$ cat config.mk
export PLATFORM = sky130hd
export DESIGN_NAME = demux1ne5_reg
export DESIGN_NICKNAME = d
export VERILOG_FILES = /design/src/rtl/cpu_pkg.sv /design/src/rtl/qeliza_demux.sv /design/src/rtl/demux1ne5_reg.sv
export SDC_FILE = /design/constraint.sdc
export NUM_CORES = 1
export LEC_CHECK = 0
export ABC_AREA = 0
export ABC_CLOCK_PERIOD_IN_PS = 2700
export CORE_UTILIZATION = 40
export CTS_BUF_LIST = sky130_fd_sc_hd__clkbuf_16
export DETAILED_ROUTE_END_ITERATION = 12
export GPL_TIMING_DRIVEN = 0
export PLACE_DENSITY = 0.69
export SYNTH_ARGS = -nofsm -noshare
export SYNTH_HDL_FRONTEND = slang
export SYNTH_HIERARCHICAL = 1
export SYNTH_SLANG_ARGS = --single-unit
$ cat constraint.sdc
create_clock -name Clock -period 2.7 [get_ports Clock]
set_input_delay 0.54 -clock Clock [delete_from_list [all_inputs] [get_ports Clock]]
set_output_delay 0.54 -clock Clock [all_outputs]
set_load 0.1 [all_outputs]
$ cat src/rtl/cpu_pkg.sv
// Shared constants and types for the CPU datapath write-side routing logic.
package cpu_pkg;

   localparam int WIDTH = 16;
   localparam int NDEST = 5;

   localparam logic [2:0] SEL_D0 = 3'd0;
   localparam logic [2:0] SEL_D1 = 3'd1;
   localparam logic [2:0] SEL_D2 = 3'd2;
   localparam logic [2:0] SEL_D3 = 3'd3;
   localparam logic [2:0] SEL_D4 = 3'd4;

   localparam logic [7:0] CNT_MAX = 8'd255;

   typedef enum logic {
      SLOT_EMPTY = 1'b0,
      SLOT_FULL  = 1'b1
   } slot_state_t;

endpackage

$ cat src/rtl/qeliza_demux.sv
// One single-entry holding slot with a valid/take handshake toward its consumer.
//
// state      | meaning
// SLOT_EMPTY | no word held, slot can be loaded
// SLOT_FULL  | word held and offered, waits for take (or take+refill)
module qeliza_demux
   import cpu_pkg::*;
#(
   parameter int W = WIDTH
) (
   input  logic         Clock,
   input  logic         Resetn,
   input  logic         load,
   input  logic         take,
   input  logic [W-1:0] data_in,
   output logic [W-1:0] data_out,
   output logic         valid
);

   slot_state_t state_q, state_d;
   logic [W-1:0] data_q;
   logic         take_ok;
   logic         load_ok;

   // A load into a held word is only legal when the consumer takes it in the same cycle.
   assign take_ok = take & (state_q == SLOT_FULL);
   assign load_ok = load & ((state_q == SLOT_EMPTY) | take_ok);

   always_comb begin
      state_d = state_q;
      unique case (state_q)
         SLOT_EMPTY: if (load_ok) state_d = SLOT_FULL;
         SLOT_FULL: begin
            if (load_ok)      state_d = SLOT_FULL;
            else if (take_ok) state_d = SLOT_EMPTY;
         end
         default: state_d = SLOT_EMPTY;
      endcase
   end

   always_ff @(posedge Clock) begin
      if (!Resetn) begin
         state_q <= SLOT_EMPTY;
         data_q  <= '0;
      end else begin
         state_q <= state_d;
         if (load_ok) data_q <= data_in;
      end
   end

   assign data_out = data_q;
   assign valid    = (state_q == SLOT_FULL);

endmodule

$ cat src/rtl/demux1ne5_reg.sv
// Registered 1-to-5 demultiplexer: routes a result word into one of five
// handshaked holding slots, with an invalid-select flag and a write counter.
module demux1ne5_reg
   import cpu_pkg::*;
#(
   parameter int WIDTH_P = WIDTH,
   parameter int NDEST_P = NDEST
) (
   input  logic               Clock,
   input  logic               Resetn,
   input  logic [WIDTH_P-1:0] Hyrja,
   input  logic [2:0]         S,
   input  logic               Shkruaj,
   output logic               Gati,
   input  logic [NDEST_P-1:0] Merr,
   output logic [WIDTH_P-1:0] Dalja0,
   output logic [WIDTH_P-1:0] Dalja1,
   output logic [WIDTH_P-1:0] Dalja2,
   output logic [WIDTH_P-1:0] Dalja3,
   output logic [WIDTH_P-1:0] Dalja4,
   output logic [NDEST_P-1:0] Valid,
   output logic               Gabim,
   output logic [7:0]         NrShkrimeve
);

   logic [NDEST_P-1:0] sel_oh;
   logic               acc;
   logic               bad_sel;
   logic               gabim_q;
   logic [7:0]         cnt_q;
   logic [WIDTH_P-1:0] dalja_arr [NDEST_P];

   always_comb begin
      sel_oh = '0;
      case (S)
         SEL_D0:  sel_oh[0] = 1'b1;
         SEL_D1:  sel_oh[1] = 1'b1;
         SEL_D2:  sel_oh[2] = 1'b1;
         SEL_D3:  sel_oh[3] = 1'b1;
         SEL_D4:  sel_oh[4] = 1'b1;
         default: sel_oh    = '0;
      endcase
   end

   // Out-of-range selects decode to all-zero, which forces Gati low.
   assign Gati    = |(sel_oh & (~Valid | Merr));
   assign acc     = Shkruaj & Gati;
   assign bad_sel = Shkruaj & ~(|sel_oh);

   for (genvar k = 0; k < NDEST_P; k++) begin : g_slot
      qeliza_demux #(.W(WIDTH_P)) u_slot (
         .Clock    (Clock),
         .Resetn   (Resetn),
         .load     (acc & sel_oh[k]),
         .take     (Merr[k]),
         .data_in  (Hyrja),
         .data_out (dalja_arr[k]),
         .valid    (Valid[k])
      );
   end

   always_ff @(posedge Clock) begin
      if (!Resetn) begin
         gabim_q <= 1'b0;
         cnt_q   <= '0;
      end else begin
         if (bad_sel) gabim_q <= 1'b1;
         if (acc && (cnt_q != CNT_MAX)) cnt_q <= cnt_q + 8'd1;
      end
   end

   assign Gabim       = gabim_q;
   assign NrShkrimeve = cnt_q;

   assign Dalja0 = dalja_arr[0];
   assign Dalja1 = dalja_arr[1];
   assign Dalja2 = dalja_arr[2];
   assign Dalja3 = dalja_arr[3];
   assign Dalja4 = dalja_arr[4];

endmodule

# Word-level counts from Yosys, hierarchy flattened
# Index checks and enable logic that the tools add are counted.
# word_totals
reg_bits	94
in_bits	27
# op_classes
addsub	1
n_eq_ne	5
mux	25
bitwise_logic	31
n_reduce_logical	4
# op_table
operator	count
$mux W1	20
$and A1 B1 Y1	17
$pmux W1 S2	5
$reduce_or A5 Y1	2
$add A8 B1 Y8 const B	1
$ne A8 B8 Y1 const B	1
$eq A3 B2 Y1 const B	2
$not A1 Y1	6
$and A5 B5 Y5	1
$not A5 Y5	1
$or A1 B1 Y1	5
$or A5 B5 Y5	1
$eq A3 B1 Y1 const B	1
$eq A3 B3 Y1 const B	1
$logic_not A3 Y1	1
$logic_and A1 B1 Y1	1

# Depth between registers and ports, before layout
# Gate-level depths: netlist of run 1.
# logic_depth
depth_word	9
mapped_depth	9
mapped_depth_nobuf	7

# By module
# Netlist of run 1, hierarchy kept.
# modules_own_cells
module	instances	cells_per_inst	area_per_inst_um2	seq_area_each_um2
qeliza_demux	5	74	701.9	340.3
demux1ne5_reg	1	78	688.2	180.2

# Least setup slack after synthesis of run 1
# Ideal clock, no wire load.
# synth_path
kind	register -> register
start	register g_slot[2].u_slot.state_q
end	register g_slot[1].u_slot.data_q[0]
setup_ns	0.072
arrival_ns	3.155
required_ns	2.628
slack_ns	-0.526
path_stages_with_launch	10
synth_period_minus_slack_ns	3.226
cell_sequence	dfxtp_1 -> nor2b_1 -> mux4_2 -> a21oi_4 -> nand2_1 -> nor4b_2 -> nor2b_2 -> buf_6 -> buf_12 -> mux2i_1
# synth_via
elab_chain_len	7
# synth_rtl
element	line_no	source
start: declaration	qeliza_demux.sv:20	slot_state_t state_q, state_d;
start signal: assignment	qeliza_demux.sv:46	state_q <= state_d;
$not A5 Y5	demux1ne5_reg.sv:46	assign Gati = |(sel_oh & (~Valid | Merr));
$or A5 B5 Y5	demux1ne5_reg.sv:46	
$and A5 B5 Y5	demux1ne5_reg.sv:46	
$reduce_or A5 Y1	demux1ne5_reg.sv:46	
named net Gati	demux1ne5_reg.sv:14	output logic Gati,
$and A1 B1 Y1	demux1ne5_reg.sv:47	assign acc = Shkruaj & Gati;
$and A1 B1 Y1	demux1ne5_reg.sv:54	.load (acc & sel_oh[k]),
$and A1 B1 Y1	qeliza_demux.sv:27	assign load_ok = load & ((state_q == SLOT_EMPTY) | take_ok);
end signal: assignment	qeliza_demux.sv:47	if (load_ok) data_q <= data_in;
end: declaration	qeliza_demux.sv:21	logic [W-1:0] data_q;
# The timed path passes the listed nets, and every way through them passes these cells.
# A chain may end at the register's enable or synchronous reset.

# Worst setup path in the final report of run 1
# layout_path
start	input Merr[4]
end	register g_slot[1].u_slot.data_q[7]
# layout_via
elab_chain_len	6
# layout_rtl
element	line_no	source
start: declaration	demux1ne5_reg.sv:15	input logic [NDEST_P-1:0] Merr,
$or A5 B5 Y5	demux1ne5_reg.sv:46	
$and A5 B5 Y5	demux1ne5_reg.sv:46	
$reduce_or A5 Y1	demux1ne5_reg.sv:46	
$and A1 B1 Y1	demux1ne5_reg.sv:47	
$and A1 B1 Y1	demux1ne5_reg.sv:54	
$and A1 B1 Y1	qeliza_demux.sv:27	
# Every way passes these cells.

==> metrics.md, run 1 <==
| Metric | Value |
|---|---|
| Overflow after GRT | `0` |
| DR pass1 iterations | `4` |
| Setup CP Type | `in2reg` |
| Initial antenna violation count | `0` |
| Busiest grt layer | `met2` |
| Global routing usage on met2 | `0.333` |
| Routed wire length | `around 11 mm` |
| GRT Util Overall | `0.204` |
| IO Port Bufs | `118` |
| Cell area after synthesis | `about 0.0042 mm²` |
| Max Freq | `0.386 GHz` |
| Final core utilization | `0.584` |
| Final #Nets | `approximately 600` |
| Fill cells | `~890` |
| H-tree Lvls | `3` |
| Worst-margin pin slew | `around 1.0 ns` |
| Non-filler cells, final | `~730` |
| Lkg Pwr | `roughly 2.2 nW` |
| Synthesized flop and latch total | `94` |
| I/O pins | `122` |
| Clk sinks | `94` |
| Post-DP HPWL | `8.43 mm` |
| YS warnings | `6` |
| Fin. Hold Viols | `0` |
| Most common cell after layout, fill and taps aside | `nand2_1` |
| Crit path capture type | `flop` |
| Sequential-to-total area share from yosys stat | `0.448` |
| Mapped Nets | `about 480` |
| Post-route ant nets | `0` |
| Wire length of the first global-routing pass | `approximately 18 mm` |
| Clock skew | `roughly 0.0085 ns` |
| Antenna diodes | `0` |
| Die H | `about 100 µm` |
| Relative slew slack | `0.314` |
| Setup Viol. Count Final | `0` |
| Clock period minus worst slack | `around 2.6 ns` |
| Starting Density | `0.410` |
| Area of the core | `between 0.01 and 0.015 mm²` |
| DP Cell Count | `702` |
| Met1 Use GR | `0.266` |
| Layout cell share with drive strength beyond 1 | `0.146` |
| Critical path peak fanout | `10` |
| Final worst path period share | `0.960` |
| RSZ-0062 raised after global routing | `no` |
| Outcome | `complete, no violations` |
| Worst VDD drop | `~0.36 mV` |
| Mean Syn Cell Area | `around 9.4 µm²` |
| Crit path DAT | `approximately 2.9 ns` |
| Worst setup SP type | `input port` |
| CTS Hold Bufs | `0` |
| DR vias | `3,496` |
| Mapped Cells | `448` |
| Largest net degree at the start of global routing | `17` |
| Max Slew Vio Count | `0` |
| PwrDens | `between 500 and 600 mW/mm²` |
| HP Class | `reg2reg` |
| Worst skew pair latency | `approximately 0.34 ns` |
| WP data required | `2.96 ns` |
| Die width | `approximately 100 µm` |
| Die area | `approximately 0.011 mm²` |
| DRC | `0` |
| Synth cell types | `39` |
| Initial DRC Count | `about 130` |
| Via/cell ratio | `around 4.8` |
| CTS tree | `done` |
| Reg area | `approximately 0.0019 mm²` |
| DR WL/cell | `15.0 µm` |
| Max clock buf depth | `2` |
| CTS clk-pin slew, worst paths | `approximately 0.070 ns` |
| Multi-input logic area | `around 0.002 mm²` |
| Num CTS Buffers | `9` |
| RePlAce Congestion | `between 0.8 and 0.9` |
| Std cell rows | `37` |
| P&R area growth vs syn | `42.3%` |
| Most frequent cells in the layout | `nand2_1 (172), clkdlybuf4s50_1 (113), dfxtp_1 (89)` |
| Grt met3 use | `0.0351` |
| Max Cap Viol | `0` |
| Vias in the first global route | `3,438` |
| Clock root cell | `clkbuf_16` |
worst max-delay path, stage by stage:
cell and delay (ns):
clkdlybuf4s50_1 0.52, nor2b_1 0.08, o31a_2 0.38, a21oi_4 0.18, nand2_2 0.13, nor4b_4 0.31, nor2b_4 0.19, buf_6 0.15
buf_12 0.15, mux2i_1 0.21
timing repair:
item / in CTS / in global routing
setup endpoints to repair: 43 / 4
gates resized for setup: 13 / 2
cloned: 0 / 0
buffers inserted: 9 / 0
pin swaps: 2 / 0
through the flow:
step | setup TNS [ns] | hold WS [ns] | area [µm²] | total power, mW | setup slack (ns)
finish | 0 | 0.456 | 5970 | 3.26 | 0.109
global route | 0 | 0.475 | 5970 | 3.37 | 0.0201
CTS | 0 | 0.459 | 5960 | 3.28 | 0.137
detailed placement | -20.98 | 0.445 | 5570 | 1.96 | -0.998
global placement | -19.03 | 0.442 | 5570 | 1.95 | -0.991
floorplan | -6.48 | 0.682 | 4220 | 1.80 | -0.212
metal layers:
layer,up-vias,wire (µm)
met5,-,0
met4,0,261
met3,19,403
met2,89,5070
met1,1643,5140
li1,1745,-
cell usage after synthesis:
master | instances | area share
a2111oi_2 | 1 | 0.0036
a21oi_1 | 1 | 0.0012
a21oi_4 | 1 | 0.0039
a311oi_1 | 1 | 0.0021
a31o_2 | 1 | 0.0021
a31oi_1 | 1 | 0.0015
a41o_1 | 1 | 0.0024
and2_4 | 1 | 0.0021
and3_1 | 2 | 0.0030
and4_1 | 1 | 0.0021
buf_12 | 5 | 0.024
buf_2 | 20 | 0.024
buf_6 | 6 | 0.016
clkbuf_1 | 3 | 0.0027
dfxtp_1 | 94 | 0.45
ha_1 | 1 | 0.0030
inv_1 | 3 | 0.0027
mux2i_1 | 85 | 0.20
mux4_2 | 1 | 0.0054
nand2_1 | 173 | 0.15
nand2b_1 | 3 | 0.0045
nand3_1 | 3 | 0.0036
nand3b_1 | 2 | 0.0036
nand4_1 | 1 | 0.0015
nor2_1 | 5 | 0.0045
nor2b_1 | 4 | 0.0060
nor2b_2 | 5 | 0.010
nor2b_4 | 6 | 0.020
nor3_1 | 1 | 0.0012
nor3_2 | 1 | 0.0024
nor3b_4 | 1 | 0.0045
nor4_1 | 3 | 0.0045
nor4b_2 | 1 | 0.0036
nor4b_4 | 1 | 0.0057
o21a_1 | 5 | 0.0089
o21ai_0 | 1 | 0.0012
o21ai_1 | 1 | 0.0012
o31a_2 | 1 | 0.0024
o41ai_2 | 1 | 0.0039
report_power, final:
group	internal (mW)	switching [mW]
Sequential	1.41	0.0162
Combinational	0.150	0.356
Clock	0.779	0.544
worst paths after layout:
kind                                startpoint                            to  slack [ns]  cells after the start
hold / removal    g_slot[0].u_slot/data_out[4]  g_slot[0].u_slot/data_out[4]        0.46                      2
setup / recovery                       Merr[4]  g_slot[1].u_slot/data_out[7]        0.11                     10
hold reg to reg   g_slot[0].u_slot/data_out[4]  g_slot[0].u_slot/data_out[4]        0.46                      2
setup reg to reg        g_slot[3].u_slot/valid  g_slot[1].u_slot/data_out[7]        0.27                      9
registers in the layout, summed over array words and instances, names as in the netlist:
register / flops
Gabim: 1
g_slot.u_slot/data_out: 80
NrShkrimeve: 8
g_slot.u_slot/valid: 5
kinds of logic (layout without fill, tap and decap cells):
kind of cell               Yosys count  in the layout  share of synthesized area
buffers and inverters               37            180                     0.0692
and+or+nand+nor                    214            214                      0.237
muxes                               86             86                      0.208
AOI/OAI and AO/OA                   16             16                     0.0343
adders and majority gates            1              1                    0.00298
DFF                                 94             94                      0.448
area by class of cell:
type                    instances  area share
plain buffers                  34      0.0473
well taps                     136      0.0285
clock buffers                  10      0.0419
repair buffers                127       0.208
clock inverters                 6      0.0109
flip-flops and latches         94       0.317
multi-input cells             317       0.344
inverters                       3     0.00189
(Power assumes the default switching activity.)
==> run 2: changes to the inputs <==
--- a/config.mk
+++ b/config.mk
@@ -7,11 +7,12 @@
 export LEC_CHECK = 0
 export ABC_AREA = 0
 export ABC_CLOCK_PERIOD_IN_PS = 2700
-export CORE_UTILIZATION = 40
+export CORE_UTILIZATION = 48
 export CTS_BUF_LIST = sky130_fd_sc_hd__clkbuf_16
+export CTS_CLUSTER_SIZE = 16
 export DETAILED_ROUTE_END_ITERATION = 12
 export GPL_TIMING_DRIVEN = 0
-export PLACE_DENSITY = 0.69
+export PLACE_DENSITY = 0.81
 export SYNTH_ARGS = -nofsm -noshare
 export SYNTH_HDL_FRONTEND = slang
 export SYNTH_HIERARCHICAL = 1
==> metrics.md, run 2 (synthesis results as in run 1) <==
| Metric | Value |
|---|---|
| Outcome | `complete, no violations` |
| Post-DP HPWL | `roughly 8 mm` |
| Std cell rows | `33` |
| Num CTS Buffers | `9` |
| Design Area, Final | `roughly 0.0059 mm²` |
| Final #Nets | `608` |
| Via/cell ratio | `5.12` |
| Initial DRC Count | `between 150 and 200` |
| Max clock buf depth | `2` |
| Antenna diodes | `0` |
| Worst hold start | `g_slot[0].u_slot/data_out[4]` |
| Overall power | `about 3.3 mW` |
| Placement Cell Area | `0.00553 mm²` |
| Overflow after GRT | `0` |
| DP Cell Count | `between 600 and 700` |
| Worst setup path start | `Merr[4]` |
| Critical path peak fanout | `10` |
| HP Class | `reg2reg` |
| Max Freq | `roughly 0.38 GHz` |
| Worst skew pair latency | `around 0.35 ns` |
| Most frequent cells in the layout | `nand2_1 (172), clkdlybuf4s50_1 (113), dfxtp_1 (89)` |
| Crit path DAT | `2.92 ns` |
| Lkg Pwr | `about 2.1 nW` |
| CTS Hold Bufs | `0` |
| FF-to-FF Start | `g_slot[1].u_slot/valid` |
| Largest net degree at the start of global routing | `19` |
| Max Cap Viol | `0` |
| Non-filler cells, final | `between 600 and 700` |
| Clock skew | `roughly 0.0090 ns` |
| Starting Density | `0.503` |
| Area of the core | `0.00834 mm²` |
| Global routing usage on met2 | `0.411` |
| IO Port Bufs | `~120` |
| Worst-margin pin slew | `roughly 1.0 ns` |
| Fill cells | `649` |
| Post-route ant nets | `0` |
| DRC | `0` |
| Die area | `just over 0.009 mm²` |
| Max Slew Vio Count | `0` |
| Wire length of the first global-routing pass | `16.8 mm` |
| Setup_tns | `0 ns` |
| Grt met3 use | `0.0463` |
| Crit path capture type | `flop` |
| Min Hold Slack | `approximately 0.46 ns` |
| RSZ-0062 raised after global routing | `yes` |
| Setup CP Type | `in2reg` |
| Most common cell after layout, fill and taps aside | `nand2_1` |
| CTS clk-pin slew, worst paths | `0.07 ns` |
| Clock period minus worst slack | `about 2.6 ns` |
| Worst VDD drop | `~0.35 mV` |
| Final worst path period share | `0.978` |
| I/O pins | `approximately 120` |
| GRT Util Overall | `0.244` |
| Initial antenna violation count | `0` |
| DR vias | `3,532` |
| Vias in the first global route | `roughly 3,400` |
| Layout cell share with drive strength beyond 1 | `0.137` |
| DR pass1 iterations | `5` |
| H-tree Lvls | `3` |
| PwrDens | `555 mW/mm²` |
| WP data required | `between 2 and 3 ns` |
| Routed wire length | `10.7 mm` |
| CTS tree | `done` |
| Die width | `roughly 96 µm` |
| Worst setup SP type | `input port` |
| Die H | `95.5 µm` |
| DR WL/cell | `between 15 and 20 µm` |
| P&R area growth vs syn | `39.9%` |
| Clk sinks | `between 90 and 100` |
| RePlAce Congestion | `about 0.89` |
| Met1 Use GR | `0.310` |
| Setup Viol. Count Final | `0` |
| Clock root cell | `clkbuf_16` |
| Max reg flops | `80` |
| Relative slew slack | `0.299` |
| Fin. Hold Viols | `0` |
| Busiest grt layer | `met2` |
==> run 2: changes by cell type in the layout (fill, tap and decap cells not counted), sizes merged <==
cell and delta:
clkinv -1, inv +1, clkbuf -1, clkinvlp +1, buf -6
==> run 2: what timing repair did <==
item                                    4_1_cts  5_1_grt
setup buffers                                 3        0
gates resized for setup                      12        0
endpoints found under the setup margin       37        3
pin swaps                                     2        0
==> run 2: critical path, stage by stage <==
cell             delay [ns]
clkdlybuf4s50_1        0.52
nor2b_1                0.09
o31a_2                 0.38
a21oi_4                0.19
nand2_2                0.12
nor4b_4                0.36
nor2b_2                0.21
buf_6                  0.15
buf_12                 0.15
mux2i_1                0.20
==> run 2: metrics by stage <==
step	setup WS (ns)	utilization
floorplan	-0.212	-
detailed placement	-0.967	0.663
global route	-0.00925	0.704
finish	0.0602	0.704
global placement	-0.956	0.663
CTS	0.0797	0.704
==> run 2: final cells by class <==
cell class	count	area [µm²]	share of cell area
clock inverters	7	86.3	0.0147
repair buffers	121	1200	0.204
inverters	3	11.3	0.00192
plain buffers	34	283	0.0482
flip-flops and latches	94	1900	0.323
well taps	105	131	0.0224
multi-input cells	317	2040	0.348
clock buffers	9	225	0.0384
==> run 2: worst paths after layout <==
kind,endpoint,slack [ns],depth (start not counted)
worst max-delay path,g_slot[1].u_slot/data_out[6],0.06,10
worst min-delay path,g_slot[0].u_slot/data_out[4],0.46,2
worst max register to register,g_slot[1].u_slot/data_out[6],0.20,9
worst min register to register,g_slot[0].u_slot/data_out[4],0.46,2
==> run 2: report_power, final <==
group	leakage [nW]	internal (mW)	total [mW]	switching, mW
combinational	1.23	0.146	0.498	0.353
sequential	0.763	1.41	1.43	0.0166
clock	0.151	0.741	1.34	0.594
==> run 2: routing by layer <==
| layer | up-vias | part of all wire |
|---|---|---|
| met4 | 0 | 0.020 |
| met3 | 16 | 0.054 |
| li1 | 1735 | - |
| met1 | 1679 | 0.45 |
| met5 | - | 0 |
| met2 | 102 | 0.48 |
==> run 3: changes to the inputs <==
--- a/config.mk
+++ b/config.mk
@@ -12,6 +12,7 @@
 export CTS_CLUSTER_SIZE = 16
 export DETAILED_ROUTE_END_ITERATION = 12
 export GPL_TIMING_DRIVEN = 0
+export HOLD_SLACK_MARGIN = 0.02
 export PLACE_DENSITY = 0.81
 export SYNTH_ARGS = -nofsm -noshare
 export SYNTH_HDL_FRONTEND = slang
==> results of run 3 <==
No change in the layout: final DEF, timing and power equal those of run 2.
